==> src/rtl/noc_pkg.sv <==
// Shared NoC definitions: VC indices, default flit width and the flit type
// used by the network interface, link mux and router.
package noc_pkg;

  localparam int FLIT_WIDTH_DEFAULT = 128;

  localparam int VC_REQUEST   = 0;
  localparam int VC_RESPONSE  = 1;
  localparam int VC_COHERENCE = 2;

  typedef logic [FLIT_WIDTH_DEFAULT-1:0] flit_t;

  function automatic int next_vc(input int g, input int n);
    return (g + 1 >= n) ? 0 : g + 1;
  endfunction

endpackage

==> src/rtl/noc_flit_fifo.sv <==
// Synchronous flit FIFO with occupancy count; DEPTH must be a power of two so
// the read/write pointers wrap naturally.
module noc_flit_fifo
  import noc_pkg::*;
#(
  parameter int WIDTH = FLIT_WIDTH_DEFAULT,
  parameter int DEPTH = 4,
  parameter int CNT_W = $clog2(DEPTH + 1)
) (
  input  logic             clk,
  input  logic             reset,
  input  logic             push,
  input  logic [WIDTH-1:0] wr_data,
  input  logic             pop,
  output logic [WIDTH-1:0] rd_data,
  output logic [CNT_W-1:0] count,
  output logic             full
);

  localparam int PTR_W = $clog2(DEPTH);

  logic [WIDTH-1:0] mem [DEPTH];
  logic [PTR_W-1:0] wr_ptr;
  logic [PTR_W-1:0] rd_ptr;

  always_ff @(posedge clk or posedge reset) begin
    if (reset) begin
      wr_ptr <= '0;
      rd_ptr <= '0;
      count  <= '0;
    end else begin
      if (push) wr_ptr <= wr_ptr + 1'b1;
      if (pop)  rd_ptr <= rd_ptr + 1'b1;
      case ({push, pop})
        2'b10:   count <= count + 1'b1;
        2'b01:   count <= count - 1'b1;
        default: count <= count;
      endcase
    end
  end

  // Storage carries no reset; an empty FIFO never exposes its contents.
  always_ff @(posedge clk) begin
    if (push) mem[wr_ptr] <= wr_data;
  end

  assign rd_data = mem[rd_ptr];
  assign full    = (count == CNT_W'(DEPTH));

endmodule

==> src/rtl/noc_vc_link_mux.sv <==
// Per-VC buffered, credit-gated round-robin mux onto the router injection link.
// Define NOC_VC_RESP_PRIORITY_EN to give the response VC absolute priority.
module noc_vc_link_mux
  import noc_pkg::*;
#(
  parameter int VC_COUNT     = 3,
  parameter int FLIT_WIDTH   = FLIT_WIDTH_DEFAULT,
  parameter int FIFO_DEPTH   = 4,
  parameter int CREDIT_COUNT = 4,
  parameter int VC_W         = $clog2(VC_COUNT)
) (
  input  logic                                 clk,
  input  logic                                 reset,
  input  logic [VC_COUNT-1:0][FLIT_WIDTH-1:0]  ni_flit_in,
  input  logic [VC_COUNT-1:0]                  ni_valid_in,
  output logic [VC_COUNT-1:0]                  ni_ready_out,
  output logic [FLIT_WIDTH-1:0]                link_flit_out,
  output logic [VC_W-1:0]                      link_vc_out,
  output logic                                 link_valid_out,
  input  logic [VC_COUNT-1:0]                  link_credit_in,
  output logic                                 credit_err_out
);

  localparam int CNT_W = $clog2(FIFO_DEPTH + 1);
  localparam int CRD_W = $clog2(CREDIT_COUNT + 1);

  logic [CNT_W-1:0]      fifo_count [VC_COUNT];
  logic [FLIT_WIDTH-1:0] fifo_rd    [VC_COUNT];
  logic [CRD_W-1:0]      credit_q   [VC_COUNT];
  logic [VC_COUNT-1:0]   fifo_full;
  logic [VC_COUNT-1:0]   push;
  logic [VC_COUNT-1:0]   eligible;
  logic [VC_COUNT-1:0]   grant_vec;
  logic [VC_COUNT-1:0]   credit_ovf;
  logic [VC_W-1:0]       rr_ptr;
  logic [VC_W-1:0]       rr_next;
  logic [VC_W-1:0]       grant_idx;
  logic                  grant_any;
  logic                  rr_adv;
  logic [FLIT_WIDTH-1:0] grant_flit;

  generate
    for (genvar v = 0; v < VC_COUNT; v++) begin : g_vc
      assign ni_ready_out[v] = !fifo_full[v];
      assign push[v]         = ni_valid_in[v] && !fifo_full[v];
      assign eligible[v]     = (fifo_count[v] != '0) && (credit_q[v] != '0);
      assign credit_ovf[v]   = link_credit_in[v] && !grant_vec[v] &&
                               (credit_q[v] == CRD_W'(CREDIT_COUNT));

      noc_flit_fifo #(
        .WIDTH (FLIT_WIDTH),
        .DEPTH (FIFO_DEPTH),
        .CNT_W (CNT_W)
      ) u_fifo (
        .clk     (clk),
        .reset   (reset),
        .push    (push[v]),
        .wr_data (ni_flit_in[v]),
        .pop     (grant_vec[v]),
        .rd_data (fifo_rd[v]),
        .count   (fifo_count[v]),
        .full    (fifo_full[v])
      );
    end
  endgenerate

  always_comb begin
    int idx;
    idx        = 0;
    grant_any  = 1'b0;
    grant_idx  = '0;
    grant_vec  = '0;
    grant_flit = '0;
    rr_adv     = 1'b0;
    rr_next    = '0;

    for (int i = 0; i < VC_COUNT; i++) begin
      idx = (int'(rr_ptr) + i) % VC_COUNT;
      if (!grant_any && eligible[idx]) begin
        grant_any = 1'b1;
        grant_idx = VC_W'(idx);
      end
    end

`ifdef NOC_VC_RESP_PRIORITY_EN
    // Response drain must never wait behind requests; the pointer is left
    // alone so the other VCs keep their round-robin position.
    if (eligible[VC_RESPONSE]) begin
      grant_any = 1'b1;
      grant_idx = VC_W'(VC_RESPONSE);
    end
    rr_adv = grant_any && (grant_idx != VC_W'(VC_RESPONSE));
`else
    rr_adv = grant_any;
`endif

    rr_next = VC_W'(next_vc(int'(grant_idx), VC_COUNT));

    for (int v = 0; v < VC_COUNT; v++) begin
      grant_vec[v] = grant_any && (grant_idx == VC_W'(v));
      if (grant_vec[v]) grant_flit = fifo_rd[v];
    end
  end

  always_ff @(posedge clk or posedge reset) begin
    if (reset) begin
      for (int v = 0; v < VC_COUNT; v++) credit_q[v] <= CRD_W'(CREDIT_COUNT);
    end else begin
      for (int v = 0; v < VC_COUNT; v++) begin
        case ({grant_vec[v], link_credit_in[v]})
          2'b10:   credit_q[v] <= credit_q[v] - 1'b1;
          2'b01:   if (credit_q[v] != CRD_W'(CREDIT_COUNT)) credit_q[v] <= credit_q[v] + 1'b1;
          default: credit_q[v] <= credit_q[v];
        endcase
      end
    end
  end

  always_ff @(posedge clk or posedge reset) begin
    if (reset) begin
      rr_ptr         <= '0;
      link_flit_out  <= '0;
      link_vc_out    <= '0;
      link_valid_out <= 1'b0;
      credit_err_out <= 1'b0;
    end else begin
      if (rr_adv) rr_ptr <= rr_next;
      if (grant_any) begin
        link_flit_out  <= grant_flit;
        link_vc_out    <= grant_idx;
        link_valid_out <= 1'b1;
      end else begin
        link_valid_out <= 1'b0;
      end
      if (|credit_ovf) credit_err_out <= 1'b1;
    end
  end

endmodule

==> config.mk <==
export PLATFORM = sky130hd
export DESIGN_NAME = noc_vc_link_mux
export DESIGN_NICKNAME = d
export VERILOG_FILES = /design/src/rtl/noc_pkg.sv /design/src/rtl/noc_flit_fifo.sv /design/src/rtl/noc_vc_link_mux.sv
export SDC_FILE = /design/constraint.sdc
export NUM_CORES = 1
export LEC_CHECK = 0
export ABC_AREA = 1
export BUFFER_PORTS_ARGS = -buffer_cell sky130_fd_sc_hd__buf_2
export CORE_UTILIZATION = 30
export CTS_BUF_LIST = sky130_fd_sc_hd__clkbuf_2
export CTS_CLUSTER_DIAMETER = 100
export DETAILED_ROUTE_END_ITERATION = 10
export REMOVE_ABC_BUFFERS = 1
export SLEW_MARGIN = 20
export SYNTH_ARGS = -nofsm -noshare
export SYNTH_HDL_FRONTEND = slang
export SYNTH_SLANG_ARGS = --single-unit
==> constraint.sdc <==
create_clock -name clk -period 6.49 [get_ports clk]
set_input_delay 0.9735 -clock clk [delete_from_list [all_inputs] [get_ports clk]]
set_output_delay 0.9735 -clock clk [all_outputs]
set_load 0.02 [all_outputs]
Yosys cells after proc, flatten, opt, wreduce, memory -nomap -nowiden
Memories as Yosys holds them, arrays and structs flattened. Cells that the tools add are included.

Register bits: 164. Word-level logic and storage cells: 151. Bits in writable memories: 1536. Output and inout bits: 135. Bits in latches: 0. Memories: 3. Memory bits (read-only): 0.

Div/mod/pow operators: 3. Equal/unequal tests: 26. $add $sub $neg: 21. Bitwise logic cells: 0. Reductions and logical operators: 42. $lt $le $gt $ge: 4. Multiply operators: 0. Shifts and indexed selects: 0. Mux-type cells: 35.

Memories: g_vc[0].u_fifo.mem (depth 4, bits a word 128, rd ports 1, clocked after memory_dff 0, write ports 1, line noc_flit_fifo.sv:22) `logic [WIDTH-1:0] mem [DEPTH];`; g_vc[1].u_fifo.mem (depth 4, bits a word 128, rd ports 1, clocked after memory_dff 0, write ports 1, line noc_flit_fifo.sv:22); g_vc[2].u_fifo.mem (depth 4, bits a word 128, rd ports 1, clocked after memory_dff 0, write ports 1, line noc_flit_fifo.sv:22).

Operators with widths (count): $mux 128 (3); $lt 32x4->1 const B (3); $mod 32x3->32 const B (2); $pmux 3 s2 (6); $mod 3x3->32 const B (1); $add 3x1->3 const B (6); $eq 3x3->1 const B (6); $reduce_bool 3->1 (6); $sub 3x1->3 const B (6); $logic_and 1x1->1 (17); $mux 1 (16); $eq 2x1->1 const B (7); $eq 2x2->1 const B (7); $add 2x1->2 const B (6); $reduce_bool 2->1 (6); $mux 3 (3); $ne 3x3->1 const B (3); $logic_not 1->1 (8); $mux 2 (4); $add 2x1->3 const B (2); $bmux 1 s2 (3); $ne 2x2->1 const B (3); $reduce_and 2->1 (3); $add 2x2->3 const B (1); other kinds (3) (3).

Logic depth before layout (Yosys ltp)
Gate-level depths: netlist (run 1).

Depth after elaboration: 18. Gate-level depth with buffers: 20.

Hierarchy
From an unflattened synthesis (run 1), not the netlist that was laid out.

Cells, all modules: 6251. Area total of the unflattened synthesis: 71099.4 um2.

By module, submodules not included: noc_flit_fifo (cells each 1796, area each 21129.0 um2, times used 3, seq. area each 15549.9 um2); noc_vc_link_mux (cells each 863, area each 7712.4 um2, times used 1, seq. area each 3582.2 um2).

Worst setup path before layout (run 1)
Ideal clock, no wire load.

Kind: input to register. Start: input port ni_valid_in[2]. End: memory g_vc[2].u_fifo.mem[0][0] in the netlist's numbering (enable). Arrival time: 6485 ps. Stages on the path: 2. Path slack: -612 ps. Path through: nand2_1 > nor2_1.

Cells in the longest elaborated chain, start to end: 3.

Ends and longest elaborated chain: from (decl) (line noc_vc_link_mux.sv:15) `input logic [VC_COUNT-1:0] ni_valid_in,`; $logic_and 1x1->1 (line noc_vc_link_mux.sv:45) `assign push[v] = ni_valid_in[v] && !fifo_full[v];`; $mux 1 (line noc_flit_fifo.sv:44) `if (push) mem[wr_ptr] <= wr_data;`; $mux 1 (implied by the code) (line noc_flit_fifo.sv:44); to (decl) (line noc_flit_fifo.sv:22).

Every way passes these cells.

Worst setup path in the final report (run 1)
Start: register rr_ptr[1]. End: register credit_err_out.

Cells in the longest elaborated chain, start to end: 17. Elaborated cells between the ends (all ways): 40. Those cells by class: add/sub: 2; div: 3; eq/ne: 2; mux: 15; reduce/logical: 18.

Ends and longest elaborated chain: from (decl) (line noc_vc_link_mux.sv:35) `logic [VC_W-1:0] rr_ptr;`; from (signal assigned) (line noc_vc_link_mux.sv:127) `if (rr_adv) rr_ptr <= rr_next;`; parallel branches: the longest is 16 deep, another holds $mod 32x3->32; $reduce_or 3->1 (*) (line noc_vc_link_mux.sv:135) `if (|credit_ovf) credit_err_out <= 1'b1;`; to (signal assigned) (line noc_vc_link_mux.sv:125) `credit_err_out <= 1'b0;`; to (signal assigned) (line noc_vc_link_mux.sv:135); to (decl) (line noc_vc_link_mux.sv:21) `output logic credit_err_out`.

Every way passes the cells marked *. The select of a mux whose other input is x is not followed. A chain may end at the register's enable or synchronous reset.

==> impl_metrics.csv, run 1 <==
group,metric,value,unit
logic_synthesis,yosysWarnings,0,
sta,max_slew_margin,0.2227,
sta,whs,378.4,ps
power_and_ir_drop,power.leakage,0.03043,uW
floorplan,row_count,170,
clock_tree,root_buffer,"clkbuf_2",
logic_synthesis,synthAdderAreaFrac,0.005116,
floorplan,dieArea,218700,sq um
routing,wl_met3,14720,um
floorplan,die_width,467.7,um
worst_setup_path,critPathKind,"reg2reg",
logic_synthesis,synth_top_cell_by_area,"edfxtp_1",
placement,dp_hpwl,116200,um
clock_tree,clockBufferDepth,4,
placement,portBuffers,526,
sta,hold_viol,0,
sta,finalMaxSlewViolations,0,
clock_tree,postCtsHoldBufs,831,
clock_tree,clk_latency,1910,ps
floorplan,core_area,215000,sq um
sta,fin_ws,2633,ps
logic_synthesis,synth_cell_types,34,
routing,wl,203300,um
routing,met2_length,96570,um
logic_synthesis,synth_ff_type,"edfxtp_1",
logic_synthesis,synth_edf_count,1536,
worst_setup_path,r2r_setup_slack,2630,ps
routing,drt_iter0_markers,3775,
worst_setup_path,worstSetupEndpointType,"flip-flop",
grt,grt_pass1_wl,298500,um
routing,highest_layer,"met5",
clock_tree,cts_tree,"built",
sta,layout_min_cycle_time,3857,ps
run_status,status,"completed",
power_and_ir_drop,peakVddDrop,0.0005553,V
logic_synthesis,syn_area,65060,sq um
grt,grt_overflow_total,0,
worst_setup_path,start_kind,"flip-flop",
hold_path,worstHoldPathType,"reg2reg",
clock_tree,cts_resized,0,
logic_synthesis,ys_ff_latch,1700,
worst_setup_path,crit_arrival,5660,ps
logic_synthesis,netlist_top_cells_area,"edfxtp_1, dfrtp_1, o21ai_0",
power_and_ir_drop,total_power,40210,uW
routing,ant_nets,0,
sta,finalSetupViolCount,0,
floorplan,ios,527,
floorplan,die_y,467.7,um
grt,grt_pass1_vias,47046,
final_layout,fin_nets,6856,
logic_synthesis,synth.mux.area_fraction,0,
run,maxCapViolCount,0,
worst_setup_path,crit_fanout,45,
clock_tree,clock_sinks,1700,
logic_synthesis,avgSynthCellArea,13.34,sq um
worst_setup_path,required,8290,ps
sta,fin_skew,309.8,ps
grt,antenna_found_initial,44,
placement,pre_cts_slack,2873,ps
logic_synthesis,synth_top_family_by_area,"simple AND/OR/NAND/NOR gates",
routing,first_pass_iters,5,
routing,drt_drc_violations_left,0,
clock_tree,clkTransAtPathRegs,120,ps
clock_tree,cts_buffers,443,
sta,fin_crit_sh,0.5942,
grt,grt_max_degree,139,
clock_tree,postCtsSetupBuffers,0,
logic_synthesis,synth_simple_gate_area_share,0.09804,
sta,rsz0062_at_grt,"false",
sta,tightest_slew,1166,ps
routing,vias,46983,
logic_synthesis,synth-compound-area-share,0.09447,
power_and_ir_drop,power_density,482.4,nW/um^2
placement,gp_congestion,0.7879,
sta,max_freq,0.2593,GHz
routing,drt-met1-wl,86500,um
logic_synthesis,synthArstFlopShare,0.09647,
logic_synthesis,synth_top_area_share,0.7090,
routing,viasPerCell,4.855,
logic_synthesis,synth_xor_area_frac,0.002423,
final_layout,drive_gt1_frac,0.1985,
final_layout,area_growth,28.12,%
grt,track_usage,0.1824,
logic_synthesis,syn_inst,4876,
logic_synthesis,yosysSeqAreaShare,0.7721,
floorplan,start_util,0.3025,
clock_tree,htree_num_levels,5,
routing,routedWlPerCell,21.01,um
-- worst paths after layout --
check / start / cells after the start / endpoint
max: rr_ptr[1]$_DFFE_PP0P_ / 15 / credit_err_out$_DFFE_PP0P_
max in group asynchronous: reset / 6 / link_flit_out[61]$_DFFE_PP0P_
min in group asynchronous: reset / 5 / link_flit_out[83]$_DFFE_PP0P_
min reg2reg: g_vc[1].u_fifo.mem[0][110]$_DFFE_PP_ / 4 / link_flit_out[110]$_DFFE_PP0P_
min: g_vc[1].u_fifo.mem[0][110]$_DFFE_PP_ / 4 / link_flit_out[110]$_DFFE_PP0P_
max reg2reg: rr_ptr[1]$_DFFE_PP0P_ / 15 / credit_err_out$_DFFE_PP0P_
-- cells in the mapped netlist, types with 11 or more instances --
master / instances
dfrtp_1: 161
edfxtp_1: 1536
nand3_1: 234
nor2_1: 539
inv_1: 135
buf_2: 35
o21ai_0: 604
o22ai_1: 257
nand2_1: 683
a211oi_1: 46
ha_1: 17
a21oi_1: 227
buf_1: 20
nand4_1: 85
buf_6: 11
clkbuf_1: 240
xor2_1: 15
-- per-stage QoR --
stage	area (sq um)	util	cells	setup TNS, ps
6_report	83350	0.3876	9678	0
5_1_grt	83320	0.3875	9664	0
4_1_cts	83250	0.3871	9635	0
3_5_place_dp	70920	0.3298	8003	0
3_3_place_gp	70920	0.3298	8003	0
2_1_floorplan	63760	-	4568	-1537360
-- layout make-up --
cell class              instances  area, sq um
diodes                         43        107.6
clock buffers                 681         3408
clock inverters               120        591.8
fillers                     20365       131700
inverters                     137        571.8
multi-input cells            2731        13110
flip-flops and latches       1700        50250
well taps                    2838         3551
repair buffers               1428        11770
-- worst max-delay path, cell delays in order (launching register included) --
cell	delay, ps
dfrtp_1	410
ha_1	340
inv_1	150
nand2_1	70
nor2_1	230
a21oi_4	70
nand3_1	100
nand2_1	90
nand2_4	210
buf_4	650
nand3_1	340
nand2_1	240
o22ai_1	110
inv_1	60
nand3_1	50
dlygate4sd3_1	550
-- report_power, final --
part	switching [uW]	leakage [uW]	total, uW	internal (uW)
Clock	4400	0.00312	7340	2940
Sequential	1000	0.0160	15800	14800
Combinational	12500	0.0113	17100	4590
Total	17900	0.0304	40200	22300
-- cells in the final DEF, fill, tap and decap left out, types with 2 or more instances in the layout --
cell and n:
xor2_1 15, clkinv_1 93, nand3_1 234, a211oi_1 46
ha_1 17, dlygate4sd3_1 830, xnor2_1 3, edfxtp_1 1536
inv_6 5, bufinv_16 4, inv_4 2, a21oi_1 227
clkbuf_2 681, buf_2 526, nand2_1 683, nand2_2 3
inv_2 6, clkinv_2 14, nand4_1 85, buf_12 23
fa_1 6, inv_1 126, o21ai_2 2, nor2_1 527
dfstp_2 3, dfrtp_1 156, o21ai_0 604, nor2_4 13
buf_4 49, nor2_2 2, o22ai_1 257, dfrtp_4 5
diode_2 43, inv_8 5
-- state kept, by name (all words and copies together), names as in the netlist --
| signal | cells |
|---|---|
| g_vc.u_fifo.mem | 1536 |
| link_flit_out | 128 |
| link_vc_out | 2 |
| link_valid_out | 1 |
| credit_q | 9 |
| g_vc.u_fifo.rd_ptr | 6 |
| rr_ptr | 2 |
| g_vc.u_fifo.count | 9 |
| credit_err_out | 1 |
| g_vc.u_fifo.wr_ptr | 6 |
-- per-layer routing --
| layer | vias to the layer above | track usage |
|---|---|---|
| met2 | 1926 | 0.2992 |
| li1 | 21358 | - |
| met3 | 346 | 0.04411 |
| met4 | 26 | 0.06509 |
| met5 | - | 0 |
| met1 | 23327 | 0.2339 |
-- kinds of logic after synthesis --
group | after synthesis
compound gates | 1137
flops | 1700
simple gates | 1553
xor+xnor | 18
fa+ha+maj | 23
buf+inv | 445
(Power assumes the default switching activity.)
==> run 2, diff against run 1 <==
==> constraint.sdc (replaced) <==
create_clock -name clk -period 3.8 [get_ports clk]
set_input_delay 0.57 -clock clk [delete_from_list [all_inputs] [get_ports clk]]
set_output_delay 0.57 -clock clk [all_outputs]
set_load 0.02 [all_outputs]
==> run 2 against run 1 <==
  * Critical path depth unchanged
  * First-iteration DRC count grew 10%
  * Combinational power up 80%
  * Clock-buffer cell count is 38 lower
  * Via count up 4.2%
  * Highest routed layer is now met4
==> impl_metrics.csv, run 2 (synthesis gave the netlist of run 1 again) <==
group,metric,value,unit
run_status,status,"completed",
placement,placed_cells,8039,
final_layout,fin_nets,7246,
worst_setup_path,crit_fanout,81,
routing,first_pass_iters,5,
sta,hold_viol,0,
final_layout,area_growth,34.57,%
sta,whs,303.3,ps
clock_tree,htree_num_levels,5,
worst_setup_path,path_cells,"inv_1 -> ha_1 -> inv_1 -> nand2_1 -> nor2_1 -> a21oi_4 -> nand3_1 -> nand2_1 -> nand2_4 -> nand2_2 -> nor2_4 -> buf_12 -> buf_4 -> nand2_1 -> nand4_1",
routing,routedWlPerCell,21.32,um
final_layout,final_cell_mix,"edfxtp_1, dlygate4sd3_1, nand2_1",
sta,fin_crit_sh,0.9132,
floorplan,core_area,215000,sq um
placement,placed_area,71510,sq um
clock_tree,clk_latency,2060,ps
power_and_ir_drop,peakVddDrop,0.001982,V
placement,portBuffers,526,
worst_setup_path,cp_slowest_cell,"buf_12",
floorplan,start_util,0.3025,
sta,rsz0062_at_grt,"false",
clock_tree,cts_tree,"built",
worst_setup_path,r2r_start,"rr_ptr[0]$_DFFE_PP0P_",
worst_setup_path,required,5440,ps
final_layout,multi_input_area,13130,sq um
clock_tree,clock_sinks,1700,
worst_setup_path,path_common_cell,"nand2_1",
placement,dp_hpwl,119800,um
hold_path,hp-start,"ni_flit_in[247]",
worst_setup_path,crit_arrival,5110,ps
grt,track_usage,0.1922,
final_layout,design_area,87550,sq um
floorplan,row_count,170,
grt,grt.busiest_layer,"met2",
clock_tree,cts_buffers,441,
sta,tightest_slew,1267,ps
sta,fin_skew,260.7,ps
grt,grt_max_degree,130,
floorplan,die_width,467.7,um
routing,drt_iter0_markers,4163,
routing,ant_nets,0,
grt,grt_pass1_vias,50335,
clock_tree,clkTransAtPathRegs,90,ps
grt,grt_overflow_total,0,
sta,finalSetupViolCount,0,
grt,grt_pass1_wl,313900,um
clock_tree,root_buffer,"clkbuf_2",
sta,max_slew_margin,0.1551,
grt,met2_usage,0.3204,
floorplan,dieArea,218700,sq um
sta,layout_min_cycle_time,3470,ps
power_and_ir_drop,power.leakage,0.03218,uW
routing,viasPerCell,4.868,
final_layout,drive_gt1_frac,0.1894,
routing,drt_drc_violations_left,0,
power_and_ir_drop,power_density,805.1,nW/um^2
sta,max_freq,0.2882,GHz
grt,grt_util_met1,0.2426,
final_layout,fin_cells,10052,
worst_setup_path,critPathKind,"reg2reg",
worst_setup_path,worstSetupEndpointType,"flip-flop",
placement,gp_congestion,0.7803,
final_layout,fill_cells,19699,
final_layout,largest_reg_flops,1536,
run,maxCapViolCount,0,
worst_setup_path,cpPeakStageDelay,480,ps
final_layout,largestRegisters,"g_vc.u_fifo.mem (1536), link_flit_out (128)",
worst_setup_path,start_kind,"flip-flop",
final_layout,layout_commonest_cell,"edfxtp_1",
sta,finalMaxSlewViolations,0,
grt,antenna_found_initial,14,
final_layout,seq_area,50250,sq um
grt,gr-usage-met3,0.04352,
routing,wl,214300,um
floorplan,ios,527,
floorplan,die_y,467.7,um
routing,vias,48935,
clock_tree,clockBufferDepth,4,
hold_path,worstHoldPathType,"in2reg",
worst_setup_path,critPathLaunch,"rr_ptr[0]$_DFFE_PP0P_",
final_layout,largest-register,"g_vc.u_fifo.mem",
==> run 2: cell types whose count changed in the layout (fill, tap and decap cells not counted), sizes merged <==
| cell | before | now |
|---|---|---|
| dlygate4sd3 | 830 | 1186 |
| clkinv | 108 | 150 |
| clkbuf | 681 | 643 |
| buf | 598 | 634 |
| diode | 43 | 19 |
| bufinv | 4 | 7 |
| inv | 144 | 143 |
==> run 2: layout make-up <==
class / instances / share of cell area
multi-input combinational: 2731 / 0.1500
clock buffer: 643 / 0.03676
clock inverter: 164 / 0.009647
inverter: 137 / 0.006531
tap: 2838 / 0.04056
sequential: 1700 / 0.5740
antenna: 19 / 0.0005431
timing repair buffer: 1820 / 0.1820
==> run 2: final timing paths <==
| path | cells past startpoint | slack, ps | endpoint |
|---|---|---|---|
| setup / recovery | 15 | 330 | link_flit_out[53]$_DFFE_PP0P_ |
| hold / removal | 3 | 300 | g_vc[1].u_fifo.mem[1][119]$_DFFE_PP_ |
| setup reg to reg | 15 | 330 | link_flit_out[53]$_DFFE_PP0P_ |
| hold reg to reg | 4 | 460 | link_flit_out[17]$_DFFE_PP0P_ |
| max in group asynchronous | 7 | 2290 | link_flit_out[11]$_DFFE_PP0P_ |
| min in group asynchronous | 6 | 610 | link_vc_out[0]$_DFFE_PP0P_ |
==> run 2: what timing repair did <==
item / 4_1_cts / 5_1_grt
pin swaps: 0 / 0
setup buffers: 0 / 0
resized for setup: 3 / 1
endpoints found under the hold margin: 3261 / 0
setup endpoints to repair: 2 / 1
hold buffers: 1187 / 0
==> run 2: worst max-delay path: cells and delay by family (launching register included) <==
kind / cells / cell delay, ps
AND/OR/NAND/NOR: 9 / 1260
buffers and inverters: 4 / 1170
flip-flops: 1 / 370
adder cells (fa/ha/maj): 1 / 340
AO/OA/AOI/OAI: 1 / 70
==> run 2: report_power, final <==
| part | switching [uW] | leakage, uW | internal [uW] |
|---|---|---|---|
| Combinational | 22100 | 0.0131 | 8740 |
| Clock | 7680 | 0.00309 | 5050 |
| Sequential | 1690 | 0.0160 | 25300 |
| Total | 31400 | 0.0322 | 39100 |
==> run 2: metrics by stage <==
stage | TNS (ps) | setup WS (ps) | total power [uW] | util
detailed placement | 0 | 527.8 | 56930 | 0.3326
floorplan | -5791340 | -7212 | 43740 | -
finish | 0 | 329.9 | 70480 | 0.4071
global route | 0 | 52.54 | 74830 | 0.4071
global placement | 0 | 613.5 | 56240 | 0.3326
CTS | 0 | 15.58 | 70680 | 0.4069
==> run 2: per-layer routing <==
layer | share of wire | vias to the layer above
met5 | 0 | -
met4 | 0.029 | 0
met3 | 0.076 | 437
met2 | 0.48 | 2314
met1 | 0.41 | 24085
li1 | - | 22099
